## config.mk

```make
export PLATFORM = sky130hd
export DESIGN_NAME = vm_vend_ctrl
export DESIGN_NICKNAME = d
export VERILOG_FILES = /design/src/rtl/vm_pkg.sv /design/src/rtl/vm_coin_fifo.sv /design/src/rtl/vm_vend_ctrl.sv
export SDC_FILE = /design/constraint.sdc
export NUM_CORES = 1
export LEC_CHECK = 0
export CAP_MARGIN = 10
export CORE_MARGIN = 5
export CORE_UTILIZATION = 55
export CTS_CLUSTER_SIZE = 30
export DETAILED_ROUTE_END_ITERATION = 10
export GPL_TIMING_DRIVEN = 0
export PLACE_DENSITY = 0.75
export SLEW_MARGIN = 25
export SYNTH_ARGS = -nofsm -noshare
export SYNTH_HDL_FRONTEND = slang
export SYNTH_HIERARCHICAL = 1
export SYNTH_SLANG_ARGS = --single-unit
```

## constraint.sdc

```tcl
create_clock -name clk -period 10.7 [get_ports clk]
set_input_delay 2.14 -clock clk [delete_from_list [all_inputs] [get_ports clk]]
set_output_delay 2.14 -clock clk [all_outputs]
set_load 0.02 [all_outputs]
```

## src/rtl/vm_pkg.sv

```systemverilog
// Shared types and constants for the vending transaction controller.
package vm_pkg;

    // Controller states; encoding 2'd3 is never produced and is recovered to IDLE.
    typedef enum logic [1:0] {
        ST_IDLE   = 2'd0,
        ST_VEND   = 2'd1,
        ST_CHANGE = 2'd2
    } vm_state_t;

    // Coin values in cents.
    localparam int NICKEL = 5;
    localparam int DIME   = 10;

    // Default item price in cents.
    localparam int DEFAULT_PRICE = 25;

    // One queued coin, value in cents.
    typedef logic [4:0] coin_t;

    localparam coin_t COIN_NICKEL = coin_t'(NICKEL);
    localparam coin_t COIN_DIME   = coin_t'(DIME);

endpackage

```

## src/rtl/vm_coin_fifo.sv

```systemverilog
// Coin FIFO: first-word fall-through queue of coin_t.
// Accepts up to two writes per cycle (slot a is older than slot b) and one read.
// The writer is responsible for never exceeding the free space.
module vm_coin_fifo
    import vm_pkg::*;
#(
    parameter int DEPTH = 4
) (
    input  logic                     clk,
    input  logic                     rst_n,
    input  logic                     i_push_a,
    input  coin_t                    i_data_a,
    input  logic                     i_push_b,
    input  coin_t                    i_data_b,
    input  logic                     i_pop,
    output coin_t                    o_head,
    output logic                     o_full,
    output logic                     o_empty,
    output logic [$clog2(DEPTH):0]   o_count
);
    localparam int AW = $clog2(DEPTH);

    coin_t         r_mem [DEPTH];
    logic [AW-1:0] r_wr_ptr;
    logic [AW-1:0] r_rd_ptr;
    logic [AW:0]   r_count;
    logic [AW-1:0] w_wr_ptr_b;
    logic [AW:0]   w_push_n;

    // Slot for the second write and number of entries written this cycle.
    always_comb begin
        w_wr_ptr_b = i_push_a ? (r_wr_ptr + AW'(1)) : r_wr_ptr;
        w_push_n   = (AW+1)'(i_push_a) + (AW+1)'(i_push_b);
    end

    // Storage writes.
    always_ff @(posedge clk or negedge rst_n) begin
        if (!rst_n) begin
            for (int i = 0; i < DEPTH; i++) begin
                r_mem[i] <= '0;
            end
        end else begin
            if (i_push_a) begin
                r_mem[r_wr_ptr] <= i_data_a;
            end
            if (i_push_b) begin
                r_mem[w_wr_ptr_b] <= i_data_b;
            end
        end
    end

    // Pointers and occupancy; pointers wrap naturally since DEPTH is a power of 2.
    always_ff @(posedge clk or negedge rst_n) begin
        if (!rst_n) begin
            r_wr_ptr <= '0;
            r_rd_ptr <= '0;
            r_count  <= '0;
        end else begin
            r_wr_ptr <= r_wr_ptr + w_push_n[AW-1:0];
            r_rd_ptr <= r_rd_ptr + AW'(i_pop);
            r_count  <= r_count + w_push_n - (AW+1)'(i_pop);
        end
    end

    assign o_head  = r_mem[r_rd_ptr];
    assign o_empty = (r_count == '0);
    assign o_full  = (r_count == (AW+1)'(DEPTH));
    assign o_count = r_count;

endmodule

```

## src/rtl/vm_vend_ctrl.sv

```systemverilog
// Vending transaction controller: coin edge capture into a coin FIFO, one credit
// per cycle, dispense handshake when the price is met, nickel refund on cancel.
// Optional dispense timeout is built when VM_TIMEOUT_EN is defined.
// Handshakes: a request stays high from the edge that raises it until the edge
// on which the matching single-cycle ack is sampled high; acks seen while the
// request is low are ignored.
module vm_vend_ctrl
    import vm_pkg::*;
#(
    parameter int PRICE        = DEFAULT_PRICE,
    parameter int FIFO_DEPTH   = 4,
    parameter int DISP_TIMEOUT = 200
) (
    input  logic       clk,
    input  logic       rst_n,
    input  logic       five,
    input  logic       ten,
    input  logic       cancel,
    input  logic       dispense_ack,
    input  logic       change_ack,
    output logic [4:0] balance,
    output logic [1:0] state,
    output logic       dispense_req,
    output logic       change_req,
    output logic       coin_reject,
    output logic       fault
);
    localparam int          CW      = $clog2(FIFO_DEPTH) + 1;
    localparam logic [5:0]  PRICE_W = 6'(PRICE);
    localparam logic [CW:0] DEPTH_W = (CW+1)'(FIFO_DEPTH);

    vm_state_t      r_state;
    vm_state_t      w_state_nxt;
    logic [4:0]     r_balance;
    logic [4:0]     w_balance_nxt;
    logic [5:0]     w_sum;
    logic           r_five_q;
    logic           r_ten_q;
    logic           r_coin_reject;
    logic           w_five_rise;
    logic           w_ten_rise;
    logic           w_any_rise;
    logic           w_both_rise;
    logic           w_push_a;
    logic           w_push_b;
    logic           w_drop;
    logic           w_pop;
    coin_t          w_data_a;
    coin_t          w_head;
    logic           w_fifo_full;
    logic           w_fifo_empty;
    logic [CW-1:0]  w_fifo_count;
    logic [CW:0]    w_free;
    logic           w_unused;

`ifdef VM_TIMEOUT_EN
    localparam int            TW       = $clog2(DISP_TIMEOUT + 1);
    localparam logic [TW-1:0] TMO_LAST = TW'(DISP_TIMEOUT - 1);

    logic [TW-1:0] r_tmo_cnt;
    logic          r_fault;
    logic          w_fault_nxt;
`endif

    // Occupancy is only observed through count; full is kept on the FIFO for reuse.
    assign w_unused = w_fifo_full ^ (DISP_TIMEOUT > 0);

    // Previous button levels for edge detection, and the registered reject pulse.
    always_ff @(posedge clk or negedge rst_n) begin
        if (!rst_n) begin
            r_five_q      <= 1'b0;
            r_ten_q       <= 1'b0;
            r_coin_reject <= 1'b0;
        end else begin
            r_five_q      <= five;
            r_ten_q       <= ten;
            r_coin_reject <= w_drop;
        end
    end

    // Coin capture: nickel goes first when both rise; free space counts this cycle's pop.
    always_comb begin
        w_five_rise = five & ~r_five_q;
        w_ten_rise  = ten & ~r_ten_q;
        w_any_rise  = w_five_rise | w_ten_rise;
        w_both_rise = w_five_rise & w_ten_rise;
        w_data_a    = w_five_rise ? COIN_NICKEL : COIN_DIME;
        w_free      = DEPTH_W - {1'b0, w_fifo_count} + {{CW{1'b0}}, w_pop};
        w_push_a    = w_any_rise && (w_free != '0);
        w_push_b    = w_both_rise && (w_free > (CW+1)'(1));
        w_drop      = (w_any_rise && !w_push_a) || (w_both_rise && !w_push_b);
    end

    vm_coin_fifo #(
        .DEPTH (FIFO_DEPTH)
    ) u_fifo (
        .clk      (clk),
        .rst_n    (rst_n),
        .i_push_a (w_push_a),
        .i_data_a (w_data_a),
        .i_push_b (w_push_b),
        .i_data_b (COIN_DIME),
        .i_pop    (w_pop),
        .o_head   (w_head),
        .o_full   (w_fifo_full),
        .o_empty  (w_fifo_empty),
        .o_count  (w_fifo_count)
    );

    // State and credit registers.
    always_ff @(posedge clk or negedge rst_n) begin
        if (!rst_n) begin
            r_state   <= ST_IDLE;
            r_balance <= '0;
        end else begin
            r_state   <= w_state_nxt;
            r_balance <= w_balance_nxt;
        end
    end

    // Next state, credit update, FIFO pop and handshake requests.
    always_comb begin
        w_state_nxt   = r_state;
        w_balance_nxt = r_balance;
        w_sum         = '0;
        w_pop         = 1'b0;
        dispense_req  = 1'b0;
        change_req    = 1'b0;
`ifdef VM_TIMEOUT_EN
        w_fault_nxt   = 1'b0;
`endif
        case (r_state)
            ST_IDLE: begin
                if (cancel && (r_balance != '0)) begin
                    w_state_nxt = ST_CHANGE;
                end else if (!w_fifo_empty) begin
                    w_pop = 1'b1;
                    w_sum = {1'b0, r_balance} + {1'b0, w_head};
                    if (w_sum >= PRICE_W) begin
                        w_balance_nxt = 5'(w_sum - PRICE_W);
                        w_state_nxt   = ST_VEND;
                    end else begin
                        w_balance_nxt = w_sum[4:0];
                    end
                end
            end
            ST_VEND: begin
                dispense_req = 1'b1;
                if (dispense_ack) begin
                    w_state_nxt = ST_IDLE;
`ifdef VM_TIMEOUT_EN
                end else if (r_tmo_cnt == TMO_LAST) begin
                    // Refund the price; 30 is the largest multiple of 5 that fits.
                    w_fault_nxt   = 1'b1;
                    w_state_nxt   = ST_CHANGE;
                    w_sum         = {1'b0, r_balance} + PRICE_W;
                    w_balance_nxt = (w_sum > 6'd30) ? 5'd30 : w_sum[4:0];
`endif
                end
            end
            ST_CHANGE: begin
                change_req = (r_balance != '0);
                if (r_balance == '0) begin
                    w_state_nxt = ST_IDLE;
                end else if (change_ack) begin
                    w_balance_nxt = r_balance - 5'(NICKEL);
                    if (r_balance == 5'(NICKEL)) begin
                        w_state_nxt = ST_IDLE;
                    end
                end
            end
            default: begin
                w_state_nxt   = ST_IDLE;
                w_balance_nxt = '0;
            end
        endcase
    end

`ifdef VM_TIMEOUT_EN
    // Dispense watchdog: counts consecutive VEND cycles, cleared outside VEND.
    always_ff @(posedge clk or negedge rst_n) begin
        if (!rst_n) begin
            r_tmo_cnt <= '0;
            r_fault   <= 1'b0;
        end else begin
            r_fault <= w_fault_nxt;
            if ((r_state == ST_VEND) && (w_state_nxt == ST_VEND)) begin
                r_tmo_cnt <= r_tmo_cnt + TW'(1);
            end else begin
                r_tmo_cnt <= '0;
            end
        end
    end

    assign fault = r_fault;
`else
    assign fault = 1'b0;
`endif

    assign balance     = r_balance;
    assign state       = r_state;
    assign coin_reject = r_coin_reject;

endmodule

```

==> metrics.txt, run 1 <==
status completed; die height 79.0 um; Max IR drop VDD 0.154 mV; Worst Tran Pin Value 847 ps; clock transition at the registers of the reported paths 80 ps; DP HPWL 3.82 mm; H-tree depth 2; initial antenna violation count 0; Worst setup EP type flop; core area 4660 um^2; CP Data Required Time 10910 ps; wire per inst 14.3 um; utilization after layout 0.654; Post-CTS Setup Bufs 0; Final #Nets 307; share of cells above drive strength 1 0.251; Final min period 5640 ps; Max clock buf depth 2; R2R cell count 17; syn_area_per_cell 11.3 um^2; Final period util 0.527; Setup crit start kind input port; Worst Setup Path Type in -> reg; residual DRC count 0; RSZ-0062 raised after global routing no; hold path startpoint u_fifo/r_rd_ptr[0]; Critical R2R Capture u_fifo/o_count[2]; largest fanout on the critical path 8; Final setup viols 0; hold path endpoint u_fifo/r_rd_ptr[0]; Min Hold Slack 495 ps; GR Overflow Total 0; CTS tree done; Vias/cell 5.43; R2R setup slack 6070 ps; cts bufs inserted 5; CTS sink count 37; cell depth of the worst hold path 1; setup slack after layout 5060 ps; Layout area overhead 16.3%; Via Count 1807; FILL cells 383; # rows 25; Die ar. 6240 um^2; Top Ports 18; setup TNS 0 ps; Data arrival, critical path 5850 ps; vias in the first global route 1712; Slew Limit Fails 0; reg2reg start balance[1]; Initial DRC Count 36; IO Port Bufs 16; number of diodes 0; overall track demand over capacity in global routing 0.171; Placement Setup Slack 4770 ps; Clk Latency, worst-skew pair 290 ps; first-pass GRT wire length 8.36 mm; max_slew headroom 0.434; Clock Tree Root clkbuf_8; Max Clock Skew 3.80 ps; type of the worst min-delay path reg -> reg; Starting Density 0.562; FMAX 177 MHz; Antenna Violating Nets Remaining 0; GPL Wtd Cong 0.810; Post-Synthesis Cells 231; largest net degree at the start of global routing 20; TritonRoute pass-1 iters 4; # hold bufs at CTS 0; Pleak 1.39 nW; # resized after CTS 0; synth warn 6; mapped cell area 2620 um^2; drt total wl 4.76 mm; P per Cell Area 357 nW/um^2; Final Hold Vio Count 0; Die Wd 79.0 um; Max Cap Viol 0
-- layout make-up --
cell class	count	area (um^2)	share of cell area
multi-input cells	194	1670	0.548
flip-flops and latches	37	926	0.304
repair buffers	17	183	0.0599
clock buffers	5	68.8	0.0226
well taps	54	67.6	0.0222
inverters	16	65.1	0.0213
plain buffers	7	45.0	0.0148
clock inverters	3	22.5	0.00739
-- flip-flops by register name, summed over array words and instances, names as in the netlist --
register / flops
r_five_q: 1
state: 2
u_fifo/r_rd_ptr: 2
u_fifo/r_wr_ptr: 2
u_fifo/r_mem: 20
r_ten_q: 1
u_fifo/o_count: 3
balance: 5
coin_reject: 1
-- power breakdown --
group          leakage, nW  internal, mW  switching [mW]
sequential           0.438         0.207          0.0576
combinational        0.913         0.361           0.364
clock               0.0364        0.0457          0.0521
-- how the worst max path moves through the flow --
| stage | from | end | slack (ps) | cells past startpoint |
|---|---|---|---|---|
| 2_1_floorplan | cancel | u_fifo/o_count[2] | 5490 | 14 |
| 3_3_place_gp | cancel | u_fifo/o_count[2] | 4810 | 15 |
| 3_5_place_dp | cancel | u_fifo/o_count[2] | 4770 | 15 |
| 4_1_cts | cancel | u_fifo/o_count[2] | 5050 | 15 |
| 5_1_grt | cancel | u_fifo/o_count[2] | 4880 | 15 |
| 6_report | cancel | u_fifo/o_count[2] | 5060 | 15 |
-- placed cells by master (no fill, tap or decap), drive strengths merged, types with 6 or more instances in the layout --
| cell | count |
|---|---|
| mux2 | 39 |
| dfrtp | 37 |
| conb | 25 |
| ha | 20 |
| inv | 15 |
| nand2 | 15 |
| clkdlybuf4s50 | 15 |
| nor2 | 12 |
| nor3 | 9 |
| a21oi | 9 |
| buf | 8 |
| xnor2 | 6 |
| xor2 | 6 |
| clkbuf | 6 |
-- critical path, cell delays in order --
cell and delay [ps]:
clkdlybuf4s50_1 440, a2111o_4 520, ha_1 230, inv_1 60
ha_1 150, nor2_1 50, nor2_1 140, nor2_1 70
nor2_1 550, ha_1 410, xor2_1 180, ha_1 190
fa_1 390, xnor2_1 180, xnor2_1 130
-- metal layers --
metal  wire length, um  part of all wire  GRT usage
met1              2170              0.46      0.212
met2              2400              0.50      0.298
met3               137             0.029     0.0397
met4                51             0.011     0.0464
met5                 0                 0          0
-- stage by stage --
stage	power (mW)	area (um^2)	instances
2_1_floorplan	0.829	2710	254
4_1_cts	1.10	3050	333
3_5_place_dp	0.996	2960	325
5_1_grt	1.19	3050	333
6_report	1.09	3050	333
3_3_place_gp	0.970	2930	324
No activity file was read; power rests on OpenSTA's default activity.
==> run 2, diff against run 1 <==
clock period = 5.2 ns   (was 10.7 ns; I/O delays follow)
==> results of run 2 <==
The final DEF is identical to that of run 1. Status: completed.
Main changes from that run: setup slack after placement 4770 ps -> 373 ps; setup slack after layout 5060 ps -> 571 ps; start point of the critical path cancel -> balance[1]; register-to-register setup slack 6070 ps -> 570 ps; total power 1.09 mW -> 2.24 mW; worst IR drop on VDD 0.154 mV -> 0.318 mV
